==> src/rtl/mdio_pkg.sv <==
// Shared Clause-22 MDIO constants, frame layout and FSM states for the
// read and write management paths.
package mdio_pkg;
  localparam logic [1:0] MDIO_ST    = 2'b01;
  localparam logic [1:0] MDIO_OP_RD = 2'b10;
  localparam logic [1:0] MDIO_OP_WR = 2'b01;

  localparam int PRE_LEN_DEF = 32;

  // Slot offsets counted from the end of the preamble.
  localparam int OFS_ST    = 0;
  localparam int OFS_OP    = 2;
  localparam int OFS_PHYAD = 4;
  localparam int OFS_REGAD = 9;
  localparam int OFS_TA    = 14;
  localparam int OFS_DATA  = 16;
  localparam int OFS_END   = 32;

  typedef enum logic [2:0] {
    S_IDLE, S_PRE, S_HDR, S_TA, S_DATA, S_DONE
  } mdio_state_e;

  function automatic logic [13:0] mdio_hdr(input logic [1:0] op,
                                           input logic [4:0] phy,
                                           input logic [4:0] regad);
    return {MDIO_ST, op, phy, regad};
  endfunction
endpackage

==> src/rtl/mdio_reader_mdc_gen.sv <==
// MDC divider: toggles mdc every DIV clk_45 cycles and flags the edge
// about to happen so the frame logic updates on the same clock.
module mdc_gen #(
  parameter int DIV = 5
) (
  input  logic clk_45,
  input  logic rst,
  output logic mdc,
  output logic rise_tk,
  output logic fall_tk
);
  logic [7:0] cnt;
  logic       tc;

  assign tc      = (cnt == 8'(DIV - 1));
  assign rise_tk = tc && !mdc;
  assign fall_tk = tc && mdc;

  always_ff @(posedge clk_45) begin
    if (rst) begin
      cnt <= '0;
      mdc <= 1'b0;
    end else if (tc) begin
      cnt <= '0;
      mdc <= ~mdc;
    end else begin
      cnt <= cnt + 8'd1;
    end
  end
endmodule

==> src/rtl/mdio_reader.sv <==
// Clause-22 MDIO read master: drives preamble/ST/OP/PHYAD/REGAD, releases
// the bus for turnaround and shifts in the 16-bit register value.
module mdio_reader
  import mdio_pkg::*;
#(
  parameter int DIV     = 5,
  parameter int PRE_LEN = PRE_LEN_DEF
) (
  input  logic        clk_45,
  input  logic        rst,
  input  logic        start,
  input  logic [4:0]  phy_addr,
  input  logic [4:0]  reg_addr,
  output logic        busy,
  output logic [15:0] rd_data,
  output logic        rd_valid,
  output logic        ta_err,
  output logic        mdc,
  output logic        mdio_o,
  output logic        mdio_oe,
  input  logic        mdio_i
);
  localparam logic [5:0] PRE_LAST  = 6'(PRE_LEN - 1);
  localparam logic [5:0] HDR_LAST  = 6'(PRE_LEN + OFS_TA - 1);
  localparam logic [5:0] TA_LAST   = 6'(PRE_LEN + OFS_DATA - 1);
  localparam logic [5:0] DATA_LAST = 6'(PRE_LEN + OFS_END - 1);

  mdio_state_e state;
  logic [5:0]  bit_idx;
  logic        pend;
  logic [13:0] hdr;
  logic [15:0] shift;
  logic        rise_tk, fall_tk;

  mdc_gen #(.DIV(DIV)) u_mdc (
    .clk_45  (clk_45),
    .rst     (rst),
    .mdc     (mdc),
    .rise_tk (rise_tk),
    .fall_tk (fall_tk)
  );

  always_ff @(posedge clk_45) begin
    if (rst) begin
      state    <= S_IDLE;
      bit_idx  <= '0;
      pend     <= 1'b0;
      busy     <= 1'b0;
      hdr      <= '0;
      shift    <= '0;
      rd_data  <= '0;
      rd_valid <= 1'b0;
      ta_err   <= 1'b0;
      mdio_o   <= 1'b1;
      mdio_oe  <= 1'b0;
    end else begin
      rd_valid <= 1'b0;
      if (start && !busy) begin
        pend <= 1'b1;
        busy <= 1'b1;
        hdr  <= mdio_hdr(MDIO_OP_RD, phy_addr, reg_addr);
      end
      // PHY data launched on the previous rising edge is sampled here.
      if (rise_tk) begin
        if (state == S_TA && bit_idx == TA_LAST) ta_err <= mdio_i;
        if (state == S_DATA) shift <= {shift[14:0], mdio_i};
      end
      if (fall_tk) begin
        case (state)
          S_IDLE: if (pend) begin
            state   <= S_PRE;
            pend    <= 1'b0;
            bit_idx <= '0;
            mdio_oe <= 1'b1;
            mdio_o  <= 1'b1;
          end
          S_PRE: begin
            bit_idx <= bit_idx + 6'd1;
            if (bit_idx == PRE_LAST) begin
              state  <= S_HDR;
              mdio_o <= hdr[13];
              hdr    <= {hdr[12:0], 1'b0};
            end
          end
          S_HDR: begin
            bit_idx <= bit_idx + 6'd1;
            if (bit_idx == HDR_LAST) begin
              state   <= S_TA;
              mdio_oe <= 1'b0;
              mdio_o  <= 1'b1;
            end else begin
              mdio_o <= hdr[13];
              hdr    <= {hdr[12:0], 1'b0};
            end
          end
          S_TA: begin
            bit_idx <= bit_idx + 6'd1;
            if (bit_idx == TA_LAST) state <= S_DATA;
          end
          S_DATA: begin
            bit_idx <= bit_idx + 6'd1;
            // Completion is folded into this edge so busy drops with rd_valid.
            if (bit_idx == DATA_LAST) begin
              rd_data  <= shift;
              rd_valid <= 1'b1;
              busy     <= 1'b0;
              state    <= S_IDLE;
            end
          end
          default: state <= S_IDLE;
        endcase
      end
    end
  end
endmodule
==> config.mk <==
export PLATFORM = sky130hd
export DESIGN_NAME = mdio_reader
export DESIGN_NICKNAME = d
export VERILOG_FILES = /design/src/rtl/mdio_pkg.sv /design/src/rtl/mdio_reader_mdc_gen.sv /design/src/rtl/mdio_reader.sv
export SDC_FILE = /design/constraint.sdc
export NUM_CORES = 1
export LEC_CHECK = 0
export ABC_AREA = 1
export BUFFER_PORTS_ARGS = -buffer_cell sky130_fd_sc_hd__buf_2
export CAP_MARGIN = 20
export CORE_MARGIN = 1.5
export CORE_UTILIZATION = 45
export DETAILED_ROUTE_END_ITERATION = 8
export HOLD_SLACK_MARGIN = 0.1
export PLACE_DENSITY = 0.66
export SETUP_SLACK_MARGIN = 0.05
export SYNTH_ARGS = -nofsm -noshare
export SYNTH_HDL_FRONTEND = slang
export SYNTH_SLANG_ARGS = --single-unit
==> constraint.sdc <==
create_clock -name clk_45 -period 2.2 [get_ports clk_45]
set_input_delay 0.33 -clock clk_45 [delete_from_list [all_inputs] [get_ports clk_45]]
set_output_delay 0.33 -clock clk_45 [all_outputs]
set_load 0.03 [all_outputs]
---- Word level (Yosys, flattened, before mapping) ----
Index checks and enable logic that the tools add are counted.
cells by class
  equality and inequality tests ........... 14
  mux-type cells .......................... 28
  reduce and logical (&&, ||, !) cells .... 20
  $add $sub $neg .......................... 2
  bitwise logic cells ..................... 3
operators by type and width
  operator                                                number
  two-way mux 14 bit                                      4
  case mux 14 bit (2 select lines)                        1
  == test 6 bit (second input constant)                   3
  two-way mux 3 bit                                       5
  case mux 3 bit (5 select lines)                         1
  two-way mux 1 bit                                       13
  case mux 6 bit (2 select lines)                         1
  adder 8 x 1 -> 8 bit (second input constant)            1
  == test 8 x 3 -> 1 bit (second input constant)          1
  AND reduction 4 bit                                     2
  adder 6 x 1 -> 6 bit (second input constant)            1
  == test 3 x 2 -> 1 bit (second input constant)          2
  == test 6 x 5 -> 1 bit (second input constant)          1
  two-way mux 6 bit                                       1
  inequality test 2 bit (second input constant)           3
  AND reduction 3 bit                                     2
  AND reduction 6 bit                                     1
  logical AND 1 bit                                       4
  inequality test 2 x 1 -> 1 bit (second input constant)  2
  AND reduction 2 bit                                     2
  nonzero test 2 bit                                      2
  OR reduction 4 bit                                      1
  == test 3 x 1 -> 1 bit (second input constant)          1
  == test 3 bit (second input constant)                   1
  other kinds (8)                                         11
word-level totals
  input port bits ......................... 14
  output and inout port bits .............. 22
  logic and storage cells ................. 80
  register bits ........................... 70

---- Logic depth before layout (Yosys ltp) ----
  depth after elaboration ................. 6
  depth in mapped cells ................... 12
  mapped depth without buffers ............ 12

---- Hierarchy ----
From an unflattened synthesis, not the netlist that was laid out.
unflattened totals
  cell total of the unflattened synthesis .. 420
  area total of the unflattened synthesis .. 3042.9 sq um
by module, submodules not included
  module       area an instance (sq um)  times used  cells an instance  sequential area each (sq um)
  mdio_reader  2595.0                    1           352                1221.2
  mdc_gen      447.9                     1           68                 180.2

---- Worst setup path after synthesis ----
No wires, ideal clock.
  path kind ............................... register to register
  start point ............................. register bit_idx[0]
  end point ............................... register hdr[3]
  library setup time ...................... 0.122 ns
  path buffers ............................ 1
  arrival time ............................ 1.388 ns
  period minus slack after synthesis ...... 1.510 ns
  setup slack ............................. 0.690 ns
  cell stages (with the launch flop) ...... 10
  cells stage by stage .................... dfxtp_1 ha_1 inv_1 nor2_2 nand2_1 o21ai_2 nand2_2 nand2_1 buf_4 o21ai_0
on the way
  cells in the longest elaborated chain, start to end .. 4
  elaborated cells on any way between the ends .. 6
ends and longest elaborated chain
  element                                                  line                                  text
  start: declaration                                       mdio_reader.sv:29                     logic [5:0] bit_idx;
  start signal: assignment                                 mdio_reader.sv:78                     bit_idx <= bit_idx + 6'd1;
  start signal: assignment                                 mdio_reader.sv:86                     bit_idx <= bit_idx + 6'd1;
  start signal: assignment                                 mdio_reader.sv:97                     bit_idx <= bit_idx + 6'd1;
  == test 6 bit or == test 6 x 5 -> 1 bit (tied branches)  mdio_reader.sv:87, mdio_reader.sv:79
  two-way mux 14 bit, on equally long branches             mdio_reader.sv:87, mdio_reader.sv:79
  case mux 14 bit (2 select lines) (*)                     mdio_reader.sv:69                     case (state)
  two-way mux 14 bit (*)                                   mdio_reader.sv:68                     if (fall_tk) begin
  end signal: assignment                                   mdio_reader.sv:61                     hdr <= mdio_hdr(MDIO_OP_RD, phy_addr, reg_addr);
  end signal: assignment                                   mdio_reader.sv:82                     hdr <= {hdr[12:0], 1'b0};
  end signal: assignment                                   mdio_reader.sv:93                     hdr <= {hdr[12:0], 1'b0};
  end: declaration                                         mdio_reader.sv:31                     logic [13:0] hdr;
Mark *: on every way between the ends. The rest lies on a longest branch, timed or not.
A chain may end at the register's enable or synchronous reset.

---- Final worst setup path ----
  start point ............................. register bit_idx[0]
  end point ............................... register rd_data[2]
on the way
  cells in the longest elaborated chain, start to end .. 2
ends and longest elaborated chain
  element                        line                text
  == test 6 bit                  mdio_reader.sv:103  if (bit_idx == DATA_LAST) begin
  AND reduction 3 bit (no line)  n/a
  end signal: assignment         mdio_reader.sv:104  rd_data <= shift;
  end: declaration               mdio_reader.sv:15   output logic [15:0] rd_data,
Every way passes these cells.

==> impl_metrics.tcl <==
set metrics [dict create \
    cap_violations 0 \
    cts_root_buf "clkbuf_8" \
    period_minus_slack_ns 1.83 \
    drive_above_1_share 0.159 \
    synth_top_area_share 0.462 \
    final_nets 452 \
    core_area_um2 6420 \
    yosys.area.top_type "dfxtp_1" \
    worstMarginPinSlew_ns 0.379 \
    cp-start-kind "flop" \
    worstHoldEndpoint "busy" \
    wl_um 5950 \
    grt_usage 0.177 \
    row_count 29 \
    die-width_um 85.1 \
    drt_iter0_markers 114 \
    initial_utilization 0.473 \
    cts.clk_slew.worst_paths_ns 0.08 \
    grt_max_degree 42 \
    hp-class "in2reg" \
    tritoncts "done" \
    cts.htree.levels 3 \
    fin_skew_ns 0.00953 \
    cts.sinks 70 \
    synth_cells 398 \
    r2r-start "bit_idx[0]" \
    cts_made_buffers 9 \
    required_ns 2.48 \
    clock.fmax_mhz 546 \
    syn_nets 416 \
    arrival_ns 2.11 \
    hold_viol 0 \
    design_area_um2 3460 \
    peakVddDrop_uv 540 \
    r2r_slack_ns 0.37 \
    clockBufferDepth 2 \
    drc 0 \
    reg2regPathDepth 7 \
    synthTopCellsByArea "dfxtp_1 (46%), nand2_1 (9.4%), nand3_1 (7.7%)" \
    ys_seq_area_frac 0.462 \
    pin_count 36 \
    area_growth_pct 13.9 \
    post_drt_wl_per_cell_um 11.5 \
    p_per_area_nw_per_um2 714 \
    run_status "complete, no violations" \
    clk_latency_ns 0.34 \
    rr_endpoint "rd_data[2]" \
    dp_hpwl_um 4070 \
    postCtsSetupBuffers 0 \
    n_antenna_cell 0 \
    cts_hold_buf 0 \
    hold_start "start" \
    critPathCaptureType "flop" \
    period_share 0.832 \
    setup_viol 0 \
    p_leak_nw 1.54 \
    place_congestion 0.844 \
    critical_path_class "reg2reg" \
    hold_depth 2 \
    postSynthAreaPerCell_um2 7.63 \
    rsz0062_at_grt "false" \
    cts_resized 0 \
    placement.io_buffers 35 \
    synth_seq_cells 70 \
    slew_violations 0 \
    antenna_left 0 \
    firstDrtPassIters 4 \
    via_count 2563 \
    antenna_found_initial 0 \
    relSlewSlack 0.747 \
    grt-ovfl-total 0 \
    syn_area_um2 3040 \
    crit_path_max_fanout 18 \
    synth_warnings 0 \
    fin_setup_tns_ns 0 \
    grt_pass1_wl_um 10400 \
    dieArea_um2 7250 \
    die_h_um 85.1 \
    yosysUniqueCellTypes 39 \
    grt_pass1_vias 2328 \
    vias_per_cell 4.97 \
    dpl_cell_area_um2 3260 \
    hold_ws_ns 0.243 \
]
registers in the layout, summed over array words and instances, names as in the netlist:
register	cells
bit_idx	6
busy	1
hdr	14
mdio_o	1
mdio_oe	1
pend	1
rd_data	16
rd_valid	1
shift	16
state	3
ta_err	1
u_mdc.cnt	8
u_mdc.mdc	1
synth_stat cells, drive strengths merged:
library cell,count
ha,4
dfxtp,70
nor3,4
o211a,1
nand4,1
o211ai,2
nor2,43
o21ai,34
or2,1
nand3,49
mux2i,9
clkbuf,8
xor2,4
nor3b,1
nand3b,1
buf,6
nor4,1
inv,46
a21oi,29
clkinv,2
o21a,2
xnor2,1
nand2,78
a31o,1
worst max path at each step:
| stage | to | from | cells past startpoint | slack (ns) |
|---|---|---|---|---|
| final | rd_data[2] | bit_idx[0] | 7 | 0.37 |
| after global routing | rd_data[15] | bit_idx[0] | 7 | 0.17 |
| after CTS | rd_data[12] | bit_idx[0] | 7 | 0.34 |
| after detailed placement | rd_data[6] | bit_idx[0] | 7 | 0.35 |
| after global placement | rd_data[15] | bit_idx[0] | 7 | 0.38 |
| after floorplan | hdr[3] | bit_idx[0] | 9 | 0.69 |
worst max-delay path: stages (launching register included):
cell     delay [ns]
dfxtp_1        0.42
ha_1           0.24
nand3_1        0.12
nor2_1         0.25
nand3_4        0.29
nor2_8         0.31
nand2_1        0.09
nand2_1        0.06
area by class of cell:
type                       instances  area [µm²]
clock buffer                      11         141
clock inverter                     5        58.8
fill                             598        2970
inverter                          48         181
multi-input combinational        266        1370
sequential                        70        1400
tap                               77        96.3
timing repair buffer              39         205
per-stage QoR:
stage | total power, mW | utilization | worst slack, ns | std cells
3_3_place_gp | 1.45 | 0.507 | 0.382 | 500
4_1_cts | 2.51 | 0.538 | 0.344 | 516
2_1_floorplan | 1.41 | - | 0.690 | 398
5_1_grt | 2.57 | 0.538 | 0.165 | 516
6_report | 2.47 | 0.538 | 0.369 | 516
3_5_place_dp | 1.45 | 0.507 | 0.353 | 500
kinds of logic after synthesis:
group / Yosys count / share of synthesized area
AND/OR/NAND/NOR: 179 / 0.269
adder cells (fa/ha/maj): 4 / 0.0165
flip-flops: 70 / 0.462
AO/OA/AOI/OAI: 69 / 0.122
XOR/XNOR: 5 / 0.0144
multiplexers: 9 / 0.0297
buffers and inverters: 62 / 0.0861
where the power goes:
group | leakage [nW] | total [mW] | switching [mW] | internal (mW)
Combinational | 0.872 | 0.114 | 0.0695 | 0.0448
Sequential | 0.567 | 1.31 | 0.0174 | 1.29
Clock | 0.0955 | 1.05 | 0.492 | 0.555
Total | 1.54 | 2.47 | 0.579 | 1.89
placed cells by master, fill, tap and decap left out, types with 4 or more instances in the layout:
cell type,Yosys,layout
nor3_1,4,4
ha_1,4,4
inv_1,44,44
clkbuf_8,0,10
dfxtp_1,70,70
nand2_1,76,76
buf_2,3,35
nand3_1,47,47
o21ai_0,33,33
nor2_1,38,38
mux2i_1,9,9
xor2_1,4,4
a21oi_1,28,28
buf_4,1,4
per-layer routing:
| layer | track usage | vias up | part of all wire |
|---|---|---|---|
| met4 | 0.0447 | 0 | 0.0096 |
| met3 | 0.0632 | 8 | 0.043 |
| li1 | - | 1366 | - |
| met1 | 0.241 | 1152 | 0.49 |
| met2 | 0.268 | 37 | 0.46 |
| met5 | 0 | - | 0 |
(Power assumes the default switching activity.)
